`src/rtl/cpu_sequencer_pkg.sv`:
```
// Shared types and field layout for the picoMIPS control unit.
// Instruction word is {op, rd, imm}; opcodes outside the enum decode as NOP.
package cpu_sequencer_pkg;

  localparam int unsigned N       = 8;
  localparam int unsigned R_SIZE  = 3;
  localparam int unsigned PC_SIZE = 5;
  localparam int unsigned OP_SIZE = 4;
  localparam int unsigned INSTR_W = OP_SIZE + R_SIZE + N;

  localparam int unsigned IMM_LSB = 0;
  localparam int unsigned IMM_MSB = N - 1;
  localparam int unsigned RD_LSB  = N;
  localparam int unsigned RD_MSB  = N + R_SIZE - 1;
  localparam int unsigned OP_LSB  = N + R_SIZE;
  localparam int unsigned OP_MSB  = INSTR_W - 1;

  typedef enum logic [OP_SIZE-1:0] {
    OP_NOP   = 4'd0,
    OP_ADD   = 4'd1,
    OP_ADDI  = 4'd2,
    OP_SUB   = 4'd3,
    OP_SUBI  = 4'd4,
    OP_MUL   = 4'd5,
    OP_MULI  = 4'd6,
    OP_ADDSW = 4'd7,
    OP_BNZ   = 4'd8,
    OP_JMP   = 4'd9,
    OP_HALT  = 4'd15
  } opcode_t;

  typedef enum logic [2:0] {
    FETCH,
    EXECUTE,
    WAIT_PRESS,
    WAIT_RELEASE,
    HALT
  } seq_state_t;

  typedef enum logic [1:0] {
    ALU_ADD = 2'd0,
    ALU_SUB = 2'd1,
    ALU_MUL = 2'd2
  } alu_func_t;

  typedef struct packed {
    opcode_t             op;
    logic [R_SIZE-1:0]   rd;
    logic [N-1:0]        imm;
  } instr_t;

  // ALU operation implied by an arithmetic opcode (reg-reg and immediate forms share it)
  function automatic alu_func_t alu_func_of(input opcode_t op);
    alu_func_t f;
    f = ALU_ADD;
    case (op)
      OP_SUB, OP_SUBI: f = ALU_SUB;
      OP_MUL, OP_MULI: f = ALU_MUL;
      default:         f = ALU_ADD;
    endcase
    return f;
  endfunction

endpackage

```
`src/rtl/cpu_sequencer_program_counter.sv`:
```
// Program counter: hold beats load beats increment; increment wraps naturally.
module program_counter #(
  parameter int unsigned PC_SIZE = 5
) (
  input  logic               clk,
  input  logic               reset,
  input  logic               load,
  input  logic               inc,
  input  logic               hold,
  input  logic [PC_SIZE-1:0] target,
  output logic [PC_SIZE-1:0] pc
);

  always_ff @(posedge clk) begin
    if (reset) begin
      pc <= '0;
    end else if (hold) begin
      pc <= pc;
    end else if (load) begin
      pc <= target;
    end else if (inc) begin
      pc <= pc + PC_SIZE'(1);
    end
  end

endmodule

```
`src/rtl/cpu_sequencer.sv`:
```
// picoMIPS control unit: two-cycle fetch/execute sequencer with branch-on-nonzero
// and a press/release handshake that adds the switches into a register once per press.
module cpu_sequencer
  import cpu_sequencer_pkg::*;
(
  input  logic               clk,
  input  logic               reset,
  input  logic [INSTR_W-1:0] instrIn,
  input  logic [N-1:0]       aluResult,
  input  logic               btnGo,
  output logic [PC_SIZE-1:0] pcOut,
  output logic               writeReg,
  output alu_func_t          aluFunc,
  output logic               aluImmediate,
  output logic               immSwitches,
  output logic [R_SIZE-1:0]  opD,
  output logic [N-1:0]       opS,
  output logic               halted,
  output logic               waitingInput
);

  seq_state_t state, state_next;
  instr_t     ir;
  logic       pc_load, pc_inc, pc_hold;

  always_ff @(posedge clk) begin
    if (reset) begin
      state <= FETCH;
      ir    <= '0;
    end else begin
      state <= state_next;
      if (state == FETCH) ir <= instr_t'(instrIn);
    end
  end

  // Next state, pc control and datapath controls all decode from state + IR
  always_comb begin
    state_next   = state;
    pc_load      = 1'b0;
    pc_inc       = 1'b0;
    pc_hold      = 1'b0;
    writeReg     = 1'b0;
    aluFunc      = ALU_ADD;
    aluImmediate = 1'b0;
    immSwitches  = 1'b0;
    halted       = 1'b0;
    waitingInput = 1'b0;
    case (state)
      FETCH: state_next = EXECUTE;
      EXECUTE: begin
        state_next = FETCH;
        case (ir.op)
          OP_ADD, OP_SUB, OP_MUL: begin
            writeReg = 1'b1;
            aluFunc  = alu_func_of(ir.op);
            pc_inc   = 1'b1;
          end
          OP_ADDI, OP_SUBI, OP_MULI: begin
            writeReg     = 1'b1;
            aluFunc      = alu_func_of(ir.op);
            aluImmediate = 1'b1;
            pc_inc       = 1'b1;
          end
          OP_ADDSW: state_next = WAIT_PRESS;
          OP_BNZ: begin
            // aluResult = rd + imm, so it differs from imm exactly when rd is nonzero
            aluImmediate = 1'b1;
            if (aluResult != ir.imm) pc_load = 1'b1;
            else                     pc_inc  = 1'b1;
          end
          OP_JMP: pc_load = 1'b1;
          OP_HALT: begin
            state_next = HALT;
            halted     = 1'b1;
            pc_hold    = 1'b1;
          end
          default: pc_inc = 1'b1;
        endcase
      end
      WAIT_PRESS: begin
        waitingInput = 1'b1;
        if (btnGo) begin
          writeReg     = 1'b1;
          aluImmediate = 1'b1;
          immSwitches  = 1'b1;
          state_next   = WAIT_RELEASE;
        end
      end
      WAIT_RELEASE: begin
        if (!btnGo) begin
          pc_inc     = 1'b1;
          state_next = FETCH;
        end
      end
      HALT: begin
        halted  = 1'b1;
        pc_hold = 1'b1;
      end
      default: state_next = FETCH;
    endcase
  end

  assign opD = ir.rd;
  assign opS = ir.imm;

  program_counter #(.PC_SIZE(PC_SIZE)) u_pc (
    .clk    (clk),
    .reset  (reset),
    .load   (pc_load),
    .inc    (pc_inc),
    .hold   (pc_hold),
    .target (ir.imm[PC_SIZE-1:0]),
    .pc     (pcOut)
  );

endmodule

```
`config.mk`:
```
export PLATFORM = sky130hd
export DESIGN_NAME = cpu_sequencer
export DESIGN_NICKNAME = d
export VERILOG_FILES = /design/src/rtl/cpu_sequencer_pkg.sv /design/src/rtl/cpu_sequencer_program_counter.sv /design/src/rtl/cpu_sequencer.sv
export SDC_FILE = /design/constraint.sdc
export NUM_CORES = 1
export LEC_CHECK = 0
export ABC_AREA = 1
export BUFFER_PORTS_ARGS = -buffer_cell sky130_fd_sc_hd__buf_4
export CORE_MARGIN = 3
export CORE_UTILIZATION = 27
export DETAILED_ROUTE_END_ITERATION = 8
export PLACE_DENSITY = 0.56
export SLEW_MARGIN = 20
export SYNTH_ARGS = -nofsm -noshare
export SYNTH_HDL_FRONTEND = slang
export SYNTH_HIERARCHICAL = 1
export SYNTH_SLANG_ARGS = --single-unit
```
`constraint.sdc`:
```
create_clock -name clk -period 3.4 [get_ports clk]
set_input_delay 0.17 -clock clk [delete_from_list [all_inputs] [get_ports clk]]
set_output_delay 0.17 -clock clk [all_outputs]
set_load 0.02 [all_outputs]
```
* Yosys cells after proc, flatten, opt, wreduce, memory -nomap -nowiden
Cells that the tools add are included.
** Word-level totals
- Register bits :: 23
- Input port bits :: 26
- Output and inout port bits :: 23
- Word-level logic and storage cells :: 59
** Cells by class
- Add/sub/neg operators :: 1
- Eq/ne operators :: 17
- Muxes and demuxes :: 25
- Bitwise gates (word level) :: 2
- Reductions and logical operators :: 9
** Operators by type and width (count)
- equality test 4 x 3 -> 1 bit, second input constant :: 4
- case mux 3 bit (5 select lines) :: 1
- equality test 4 bit, second input constant :: 3
- case mux 1 bit (2 select lines) :: 6
- two-way mux 1 bit :: 10
- two-way mux 5 bit :: 2
- equality test 4 x 2 -> 1 bit, second input constant :: 2
- != test 8 bit :: 1
- equality test 3 x 2 -> 1 bit, second input constant :: 2
- two-way mux 3 bit :: 2
- case mux 3 bit (2 select lines) :: 1
- OR reduction 6 bit :: 1
- adder 5 x 1 -> 5 bit, second input constant :: 1
- equality test 4 x 1 -> 1 bit, second input constant :: 1
- two-way mux 2 bit :: 2
- != test 2 bit, second input constant :: 2
- case mux 2 bit (2 select lines) :: 1
- OR reduction 2 bit :: 2
- OR reduction 4 bit :: 1
- equality test 3 x 1 -> 1 bit, second input constant :: 1
- equality test 3 bit, second input constant :: 1
- logical NOT 3 bit :: 1
- AND reduction 3 bit :: 1
- OR reduction 3 bit :: 1
- 3 further kinds :: 4

* Logic depth before layout (Yosys ltp)
Gate-level depths: netlist of the first run.
- Depth after elaboration :: 6
- Depth in mapped cells :: 15

* Hierarchy
Netlist of the first run, hierarchy kept.
** By module, submodules not included
- cpu_sequencer :: instances 1, cells each 153, area an instance 1042.2 sq um, seq. area each 360.3 sq um
- program_counter :: instances 1, cells each 47, area an instance 315.3 sq um, seq. area each 100.1 sq um

* Worst setup path before layout of the first run
OpenSTA, ideal clock, no wires.
- Kind :: register -> register
- Start point :: register ir[14] (netlist name)
- End point :: register u_pc.pc[4]
- Data arrival time :: 1567 ps
- Setup slack :: 1713 ps
- Stages on the path, launching flop included :: 10
- Path buffers :: 0
- Cells stage by stage :: dfxtp_1 > inv_1 > nor4_1 > nand2_1 > a21oi_1 > nor2_2 > nor2_8 > inv_4 > a21oi_1 > a21oi_1
** On the way
- Elaborated cells on any way between the ends :: 15
- Classes of those cells :: 4 x eq/ne; 7 x mux; 1 x bitwise; 3 x reduce/logical
** RTL lines
- from (decl) :: line cpu_sequencer.sv:23 : instr_t ir;
- from (signal assigned) :: line cpu_sequencer.sv:32 : if (state == FETCH) ir <= instr_t'(instrIn);
- equality test 4 bit :: line cpu_sequencer.sv:52 : case (ir.op)
- case mux 1 bit (2 select lines) (*) :: line cpu_sequencer.sv:52
- two-way mux 1 bit (*) :: line cpu_sequencer.sv:48 : case (state)
- via pc_load :: line cpu_sequencer.sv:24 : logic pc_load, pc_inc, pc_hold;
- nonzero test 2 bit (no line)
- AND reduction 2 bit (no line)
- to (signal assigned) :: line cpu_sequencer_program_counter.sv:18 : pc <= pc;
- to (signal assigned) :: line cpu_sequencer_program_counter.sv:20 : pc <= target;
- to (signal assigned) :: line cpu_sequencer_program_counter.sv:22 : pc <= pc + PC_SIZE'(1);
- to (decl) :: line cpu_sequencer_program_counter.sv:11 : output logic [PC_SIZE-1:0] pc
The timed path passes the listed nets; every way through them passes the cells marked *.
A chain may end at the register's enable or synchronous reset.

* Final worst setup path of the first run
- Start point :: register ir (netlist bit opS[3])
- End point :: register u_pc.pc[4]
** On the way
- Word-level cells in the longest chain between the ends :: 6
- Elaborated cells on any way between the ends :: 10
- Classes of those cells :: 1 x eq/ne; 7 x mux; 2 x reduce/logical
** Ends and longest elaborated chain
- != test 8 bit (*) :: line cpu_sequencer.sv:68 : if (aluResult != ir.imm) pc_load = 1'b1;
- two-way mux 1 bit (*) :: line cpu_sequencer.sv:68
- case mux 1 bit (2 select lines) (*) :: line cpu_sequencer.sv:52
- two-way mux 1 bit (*) :: line cpu_sequencer.sv:48
- via pc_load :: line cpu_sequencer.sv:24
- nonzero test 2 bit (no line)
- AND reduction 2 bit (no line)
Marks and branches as above.

==> qor.yml, run 1 <==
run_status:
  outcome: "completed"
cts:
  postCtsHoldBufs: 0
  cts_root_buffer: "clkbuf_8"
  cts_resized: 0
  insertion_delay_ps: 260
  clk_path_buf_depth: 2
  numCtsBuffers: 3
  clk_pin_slew_ps: 80
  postCtsSetupBuffers: 0
  cts_tree: "yes"
  clkSinkCount: 23
  cts_max_level: 1
job:
  max-cap-violations: 0
detailed_routing:
  ant_nets: 0
  route.detailed.drc: 0
  dr_total_vias: 1320
  wl_um: 3340
  first_iter_violations: 56
  vias_per_cell: 4.33
  firstDrtPassIters: 4
  wl_per_cell_um: 10.9
place:
  port_buffers: 48
  dp_slack_ps: 1420
  gp_congestion: 0.807
  place_hpwl_um: 2590
yosys:
  synth_edf_count: 0
  synth_xor_area_frac: 0.0323
  ys_top_cells_by_area: "dfxtp_1, nand2_1, nor2_1"
  seq_area_frac_synth: 0.339
  yosysWarnings: 6
  synth_cell_types: 30
  syn_area_um2: 1360
  synth_mux_area_frac: 0
  synthTopCellsByCount: "nand2_1, nor2_1, dfxtp_1"
  synth_top_family_by_area: "simple AND/OR/NAND/NOR gates"
  yosys.area.top_type: "dfxtp_1"
  synth-adder-area-share: 0.00922
  syn-num-nets: 227
  ys_async_sr_fraction: 0
  synth_most_common_cell: "nand2_1"
  avgSynthCellArea_um2: 6.79
  syn_inst: 200
  synth_top_area_share: 0.339
  yosys.area_share.simple: 0.293
  synth-compound-area-share: 0.170
  synth.ff_latch_count: 23
  synthFlopType: "dfxtp_1"
global_route:
  antenna_found_initial: 0
  grt_pass1_vias: 1326
  track_usage: 0.118
  grt_pass1_wl_um: 5800
  grt_max_degree: 23
  overflow: 0
sta:
  min_period_ps: 2000
  rsz0062_at_grt: "no"
  finalHoldViolCount: 0
  worst_pin_slew_ps: 609
  post-route-period-util: 0.589
  fin_ws_ps: 1400
  fin_skew_ps: 1.86
  max_slew_margin: 0.594
  tns_ps: 0
  final_max_slew_viol_count: 0
  setup_viol: 0
  fmax_ghz: 0.499
worst_setup_path:
  crit_type: "register to register"
  critPathMaxStageDelay_ps: 490
  cpMaxStageDelayCell: "a21oi_1"
  critPathTopFamily: "compound AO/OA/AOI/OAI gates"
  cp-end-kind: "register"
  crit_chain: "inv_1 > nand2_1 > nand2_1 > nand2_1 > nor2_1 > nand2_1 > nand2_1 > a21oi_1 > nor2_2 > nor2_8 > inv_4 > a21oi_1 > a21oi_1"
  critical_path.max_fanout: 8
  critPathRequiredTime_ps: 3550
  worstSetupStartpointType: "register"
  path_buf_inv: 2
  cp_data_arrival_time_ps: 2160
  path_common_cell: "nand2_1"
floorplan:
  design.core.area_um2: 4790
  num_rows: 25
  die_h_um: 76.9
  die_x_um: 76.9
  pin_count: 49
  dieArea_um2: 5920
  initial_core_util: 0.284
pwr:
  internal_power_mw: 0.448
  p_sw_frac: 0.316
  combinationalPowerShare: 0.266
  ir_worst_vdd_uv: 145
  p_total_mw: 0.654
  p_sw_mw: 0.206
  pwr-share-seq: 0.478
  power.density_nw_per_um2: 376
  p_leak_nw: 0.828
  clock_power_share: 0.257
final_layout:
  ff_latch_area_um2: 460
  area_growth_pct: 28.1
  fin_nets: 266
  multi_input_area_um2: 684
  drive_gt1_frac: 0.282
  antenna_cells: 0
  fillCellCount: 542
worst_hold_path:
  hold_path.class: "primary input to register"
worst paths after layout:
| path | startpoint | to | slack [ps] | cells past startpoint |
|---|---|---|---|---|
| max | opS[3] | u_pc/pc[4] | 1400 | 13 |
| max reg2reg | opS[3] | u_pc/pc[4] | 1400 | 13 |
| min reg2reg | opS[7] | opS[7] | 490 | 2 |
| min | reset | u_pc/pc[3] | 100 | 2 |
power by group through the flow:
stage | combinational, mW | clock, mW | sequential [mW]
2_1_floorplan | 0.121 | 0 | 0.318
3_3_place_gp | 0.176 | 0 | 0.319
3_5_place_dp | 0.176 | 0 | 0.319
4_1_cts | 0.176 | 0.178 | 0.312
5_1_grt | 0.196 | 0.185 | 0.316
6_report | 0.174 | 0.168 | 0.312
registers in the layout, summed over array words and instances, names as in the netlist:
register,count
opD,3
opS,8
ir,4
state,3
u_pc/pc,5
cells by family after synthesis:
family | count (synthesis)
buffers and inverters | 41
AND/OR/NAND/NOR | 88
flip-flops | 23
AO/OA/AOI/OAI | 42
adder cells (fa/ha/maj) | 1
XOR/XNOR | 5
layout by cell type (no fill, tap or decap), types with 5 or more instances in the layout:
cell type  netlist  final
inv_1           21     21
o21ai_1          5      5
inv_2            5      5
nand2_1         40     40
buf_4           11     48
a21oi_1         15     15
o21ai_0         16     16
nor2_1          27     27
nand3_1          9      9
dfxtp_1         23     23
area by class of cell:
type | count | share of cell area
flip-flops and latches | 23 | 0.265
multi-input cells | 136 | 0.394
clock buffers | 3 | 0.0237
clock inverters | 1 | 0.00288
well taps | 67 | 0.0482
inverters | 27 | 0.0597
repair buffers | 48 | 0.207
per-stage QoR:
step	instance area [um2]	hold slack (ps)	instances	utilization
2_1_floorplan	1360	232	200	-
3_5_place_dp	1690	379	301	0.354
4_1_cts	1740	95.5	305	0.363
3_3_place_gp	1690	382	301	0.354
6_report	1740	102	305	0.363
5_1_grt	1740	97.3	305	0.363
metal layers:
metal / wire, um / track usage / vias to the layer above
met5: 0 / 0 / -
met4: 34 / 0.0399 / 0
met3: 155 / 0.0211 / 2
met2: 1560 / 0.201 / 30
met1: 1590 / 0.149 / 581
li1: - / - / 707
Note: power is estimated with default switching activity, not from simulation.
==> run 2: changes to the inputs <==
Settings changed: PLACE_DENSITY 0.56 to 0.57.
Clock period 3.4 ns to 1.64 ns, I/O delays scaled along.
==> run 2 against run 1 <==
Net effect:
- first-iteration DRC count shrank 11%
- clock power rose by 110%
- cell count is 7.5% higher
- setup slack lost 1300 ps
- combinational power rose to 2.6 times the previous value
- die area stayed put
- sequential cell count is the same
- non-clock buffer count increased by 23
- sequential power rose by 110%
==> qor.yml, run 2 (synthesis results as in run 1) <==
cts:
  numCtsBuffers: 3  # unchanged
  cts_tree: "yes"
  clk_pin_slew_ps: 80  # about the same
  insertion_delay_ps: 260  # about the same
  clkSinkCount: 23  # unchanged
  cts_max_level: 1  # unchanged
  cts_root_buffer: "clkbuf_8"
  clk_path_buf_depth: 2  # unchanged
sta:
  tns_ps: 0  # unchanged
  fmax_ghz: 0.638
  fin_skew_ps: 6.42  # +4.56 ps
  rsz0062_at_grt: "yes"
  hold_ws_ps: 39.8  # -62.2 ps
  setup_viol: 0  # unchanged
  worst_pin_slew_ps: 451  # -158 ps
  final_max_slew_viol_count: 0  # unchanged
  finalHoldViolCount: 0  # unchanged
  max_slew_margin: 0.699  # +0.105
  min_period_ps: 1570
  post-route-period-util: 0.955
  fin_ws_ps: 73.6  # -1320 ps
final_layout:
  fin_nets: 289  # +8.6%
  finish.utilization: 0.420  # +0.0570
  final_cell_mix: "buf_4, nand2_1, nor2_1"
  finalNonFillerCells: 328  # +7.5%
  drive_gt1_frac: 0.448  # +0.167
  antenna_cells: 0  # unchanged
  area_growth_pct: 48.2
  largest_reg_flops: 8  # unchanged
  final_common_cell: "buf_4"
global_route:
  grt_max_degree: 23  # unchanged
  antenna_found_initial: 0  # unchanged
  track_usage: 0.123  # +0.00480
  grt_pass1_vias: 1380  # +4.1%
  grt_pass1_wl_um: 6000  # +3.5%
  overflow: 0  # unchanged
worst_setup_path:
  path_common_cell: "buf_4"
  critPathMaxStageDelay_ps: 360  # -130 ps
  worstSetupStartpointType: "register"
  cpMaxStageDelayCell: "dfxtp_1"
  r2r_end: "u_pc/pc[3]"
  reg2reg_from: "ir[14]"
  worstRegToRegCells: 10  # -3
  setup.worst_path.start: "ir[12]"
  critical_path.max_fanout: 5  # -3
  crit_chain: "buf_4 > nand2_1 > inv_2 > a21oi_2 > buf_4 > a31o_2 > buf_4"
  critPathRequiredTime_ps: 1560  # -1990 ps
  cp-end-kind: "primary output"
  crit_type: "register to primary output"
  r2r_slack_ps: 80  # -1320 ps
  cp_data_arrival_time_ps: 1480  # -680 ps
place:
  place_hpwl_um: 2790  # +7.4%
  gp_congestion: 0.825  # +2.2%
  placed_cells: 320  # +6.3%
  dp_slack_ps: 28.8  # -1390 ps
  port_buffers: 48  # unchanged
pwr:
  internal_power_mw: 0.998  # +120%
  p_leak_nw: 0.958  # +16%
  pwr-share-seq: 0.443  # -0.035
  clock_power_share: 0.240  # -0.017
  ir_worst_vdd_uv: 300  # +110%
  combinationalPowerShare: 0.316  # +0.050
  p_sw_frac: 0.314  # -0.00164
  p_sw_mw: 0.457  # +120%
  power.density_nw_per_um2: 723  # +92%
floorplan:
  die_x_um: 76.9  # unchanged
  die_h_um: 76.9  # unchanged
  pin_count: 49  # unchanged
  dieArea_um2: 5920  # unchanged
  num_rows: 25  # unchanged
  design.core.area_um2: 4790  # unchanged
  initial_core_util: 0.284  # unchanged
detailed_routing:
  route.detailed.drc: 0  # unchanged
  first_iter_violations: 50  # -11%
  dr_total_vias: 1417  # +7.3%
  wl_um: 3620  # +8.6%
  ant_nets: 0  # unchanged
  vias_per_cell: 4.32  # -0.18%
  wl_per_cell_um: 11.0  # +0.99%
  firstDrtPassIters: 4  # unchanged
worst_hold_path:
  min_path_cells: 3  # +1
  hp-start: "instrIn[1]"
  hold_end: "opS[1]"
  hold_path.class: "primary input to register"
job:
  max-cap-violations: 0  # unchanged
run_status:
  outcome: "completed"
## run 2: final cells by class
type | count | area (um2)
Inverter | 27 | 104
Fill cell | 519 | 2770
Sequential cell | 23 | 473
Timing Repair Buffer | 71 | 536
Multi-Input combinational cell | 136 | 771
Tap cell | 67 | 83.8
Clock buffer | 4 | 45.0
## run 2: what timing repair did
| action | CTS | global route |
|---|---|---|
| setup buffers | 0 | 3 |
| hold buffers | 1 | 0 |
| gates resized for setup | 0 | 33 |
| endpoints found under the hold margin | 1 | 0 |
| endpoints found under the setup margin | 0 | 8 |
## run 2: power by group through the flow
| stage | Sequential [mW] | Clock, mW | Combinational, mW |
|---|---|---|---|
| CTS | 0.639 | 0.362 | 0.422 |
| floorplan | 0.659 | 0 | 0.251 |
| global placement | 0.652 | 0 | 0.416 |
| detailed placement | 0.652 | 0 | 0.418 |
| finish | 0.645 | 0.349 | 0.460 |
| global route | 0.651 | 0.385 | 0.508 |
## run 2: worst max-delay path: cells and delay by family (launching register included)
| family | cells | cell delay [ps] |
|---|---|---|
| buffers and inverters | 4 | 530 |
| flip-flops | 1 | 360 |
| AND/OR/NAND/NOR | 1 | 60 |
| AO/OA/AOI/OAI | 2 | 270 |
## run 2: through the flow
step,power (mW),area (um2)
after detailed placement,1.07,1840
after global routing,1.54,2010
final,1.45,2010
after CTS,1.42,1890
after floorplan,0.910,1360
after global placement,1.07,1840
## run 2: worst max path at each step
stage                             to  slack [ps]  depth (start not counted)
after floorplan           u_pc/pc[4]          70                          9
after global placement    u_pc/pc[4]          -2                         13
after detailed placement  u_pc/pc[4]          30                         13
after CTS                 u_pc/pc[4]          10                         13
after global routing      u_pc/pc[4]         -40                         13
final                       writeReg          70                          7
## run 2: per-layer routing
layer,track usage,part of all wire,up-vias
met5,0,0,-
met4,0.0380,0.0063,0
met3,0.0200,0.039,2
met2,0.205,0.47,25
met1,0.162,0.49,634
li1,-,-,756
==> run 3: changes to the inputs <==
Settings changed: ABC_AREA 1 to default, PLACE_DENSITY 0.57 to 0.58, REMOVE_ABC_BUFFERS from default to 1.
==> run 3 against run 2 <==
Net effect:
- the flow now finishes with violations (setup timing)
- via count shrank 5.6%
- cell area grew 2.1%
- sequential cell count is the same
- global-route usage shrank 0.22 points
- setup slack lost 180 ps
- core utilization grew 3.0 points
- die area shrank 1.7%
- cell count shrank 10%
- sequential power shrank 2%
- register-to-register slack lost 190 ps
- power shrank 3.8%
- largest cell class unchanged
- largest power group unchanged
==> qor.yml, run 3 <==
floorplan:
  num_rows: 24  # -4.0%
  die_x_um: 76.3  # -0.86%
  design.core.area_um2: 4560  # -4.6%
  pin_count: 49  # unchanged
  initial_core_util: 0.292  # +0.00828
  die_h_um: 76.3  # -0.86%
  dieArea_um2: 5810  # -1.7%
worst_setup_path:
  cpMaxStageDelayCell: "dfxtp_2"
  critPathRequiredTime_ps: 1830  # +270 ps
  critPathMaxStageDelay_ps: 330  # -30 ps
  worstRegToRegCells: 8  # -2
  critical_path.max_fanout: 6  # +1
  reg2reg_from: "ir[12]"
  critPathTopFamily: "compound AO/OA/AOI/OAI gates"
  r2r_end: "u_pc/pc[0]"
  path_buf_inv: 1  # -3
  r2r_slack_ps: -110  # -190 ps
  cp_data_arrival_time_ps: 1930  # +450 ps
  cp-end-kind: "register"
  crit_type: "register to register"
  worstSetupStartpointType: "register"
  crit_chain: "buf_6 > a31o_4 > nor4_4 > nand3_1 > a21boi_2 > o21ba_4 > a21oi_2 > a311oi_2"
final_layout:
  area_growth_pct: 54.2
  finalNonFillerCells: 294  # -10%
  final_cell_mix: "buf_4, nand2_1, a21oi_1"
  drive_gt1_frac: 0.489  # +0.0408
  final_common_cell: "buf_4"
  finish.utilization: 0.450  # +0.0297
  largest_reg_flops: 8  # unchanged
  fin_nets: 257  # -11%
  antenna_cells: 0  # unchanged
place:
  port_buffers: 48  # unchanged
  placed_cells: 287  # -10%
  place_hpwl_um: 2630  # -5.5%
  gp_congestion: 0.806  # -2.4%
detailed_routing:
  firstDrtPassIters: 6  # +2
  wl_um: 3660  # +1.0%
  dr_total_vias: 1337  # -5.6%
  route.detailed.drc: 0  # unchanged
  ant_nets: 0  # unchanged
  vias_per_cell: 4.55  # +5.3%
  first_iter_violations: 87  # +74%
  wl_per_cell_um: 12.5  # +13%
pwr:
  clock_power_share: 0.259  # +0.019
  p_sw_frac: 0.308  # -0.00588
  internal_power_mw: 0.968  # -2.9%
  pwr-share-seq: 0.450  # +0.007
  ir_worst_vdd_uv: 443  # +48%
  p_sw_mw: 0.431  # -5.6%
  p_leak_nw: 0.899  # -6.1%
  power.density_nw_per_um2: 681  # -5.8%
  combinationalPowerShare: 0.291  # -0.025
sta:
  rsz0062_at_grt: "yes"
  tns_ps: -351  # -351 ps
  final_max_slew_viol_count: 0  # unchanged
  fin_skew_ps: 7.55  # +1.14 ps
  post-route-period-util: 1.06  # +0.109
  setup_viol: 5  # +5
  finalHoldViolCount: 0  # unchanged
  fin_ws_ps: -106  # -180 ps
  worst_pin_slew_ps: 369  # -81.9 ps
  fmax_ghz: 0.573  # -10%
  max_slew_margin: 0.753  # +0.0541
  min_period_ps: 1750  # +180 ps
run_status:
  outcome: "complete, but fails checks"
  violations: "setup timing"
worst_hold_path:
  hold_path.class: "primary input to register"
  min_path_cells: 3  # unchanged
  hp-start: "instrIn[13]"
  hold_end: "ir[13]"
cts:
  insertion_delay_ps: 270  # about the same
  cts_max_level: 1  # unchanged
  clk_path_buf_depth: 2  # unchanged
  cts_tree: "yes"
  clkSinkCount: 23  # unchanged
  numCtsBuffers: 3  # unchanged
  postCtsHoldBufs: 0  # -1
  cts_root_buffer: "clkbuf_8"
  clk_pin_slew_ps: 90  # about the same
global_route:
  grt_max_degree: 25  # +8.7%
  grt_pass1_vias: 1292  # -6.4%
  grt_pass1_wl_um: 5900  # -1.6%
  overflow: 0  # unchanged
  track_usage: 0.121  # -0.00222
  antenna_found_initial: 0  # unchanged
yosys:
  synth-compound-area-share: 0.204  # +0.0342
  synth_xor_area_frac: 0.0657  # +0.0335
  yosys.area.top_type: "dfxtp_1"
  synth_mux_area_frac: 0.00751  # +0.00751
  ys_top_cells_by_area: "dfxtp_1, nand2_1, a21oi_1"
  synth-adder-area-share: 0.00939  # +0.000173
  ys_async_sr_fraction: 0  # unchanged
  synthTopCellsByCount: "nand2_1, dfxtp_1, a21oi_1"
  synthFlopType: "dfxtp_1"
  avgSynthCellArea_um2: 7.70  # +13%
  synth_most_common_cell: "nand2_1"
  syn_inst: 173  # -14%
  synth_cell_types: 40  # +33%
  synth_edf_count: 0  # unchanged
  synth_top_family_by_area: "simple AND/OR/NAND/NOR gates"
  synth.ff_latch_count: 23  # unchanged
  yosysWarnings: 6  # unchanged
  yosys.area_share.simple: 0.256  # -0.0367
  seq_area_frac_synth: 0.346  # +0.00637
  synth_top_area_share: 0.346  # +0.00637
  syn_area_um2: 1330  # -1.8%
job:
  max-cap-violations: 0  # unchanged
[run 3: logic make-up (layout without fill, tap and decap cells)]
logic type,count (synthesis),count (layout)
AO/OA/AOI/OAI,41,41
multiplexers,1,1
AND/OR/NAND/NOR,74,74
adder cells (fa/ha/maj),1,1
XOR/XNOR,10,10
flip-flops,23,23
buffers and inverters,23,79
[run 3: routing by layer]
| metal | vias up | track usage | share of wire |
|---|---|---|---|
| li1 | 689 | - | - |
| met1 | 616 | 0.144 | 0.45 |
| met2 | 28 | 0.217 | 0.49 |
| met3 | 4 | 0.0343 | 0.045 |
| met4 | 0 | 0.0217 | 0.0098 |
| met5 | - | 0 | 0 |
[run 3: cell type report]
type,count,area (um2)
sequential,23,478
timing repair buffer,74,578
clock buffer,3,41.3
multi-input combinational,127,867
clock inverter,1,5.00
fill,478,2510
inverter,1,3.75
tap,65,81.3
[run 3: what timing repair did]
| action | in CTS | in global routing |
|---|---|---|
| endpoints found under the setup margin | 7 | 10 |
| buffers inserted | 4 | 1 |
| endpoints found under the hold margin | 0 | 0 |
| resized for setup | 28 | 15 |
| pin swaps | 15 | 6 |
[run 3: power groups by stage]
| stage | combinational [mW] | clock [mW] | sequential (mW) |
|---|---|---|---|
| after floorplan | 0.130 | 0 | 0.673 |
| after global placement | 0.362 | 0 | 0.629 |
| after detailed placement | 0.363 | 0 | 0.630 |
| after CTS | 0.385 | 0.381 | 0.629 |
| after global routing | 0.446 | 0.408 | 0.637 |
| final | 0.407 | 0.362 | 0.630 |
[run 3: how the worst max path moves through the flow]
stage               startpoint    endpoint  depth (start not counted)
finish                  ir[12]  u_pc/pc[0]                          8
global route            ir[12]  u_pc/pc[0]                          8
CTS                     opS[1]  u_pc/pc[1]                          7
detailed placement      opS[7]  u_pc/pc[0]                          7
global placement        opS[7]  u_pc/pc[1]                          7
floorplan               opS[4]  u_pc/pc[0]                          7
[run 3: through the flow]
stage	area, um2	hold slack (ps)	power, mW	setup slack, ps
final	2050	41.2	1.40	-106
after global routing	2050	39.6	1.49	-206
after CTS	1970	43.8	1.40	-106
after detailed placement	1800	339	0.993	-444
after global placement	1800	332	0.991	-373
after floorplan	1190	147	0.803	-721
[run 3: tightest hold or removal path, cell delays in order]
cell and delay, ps:
buf_4 110, nand2_1 40, a21oi_1 50
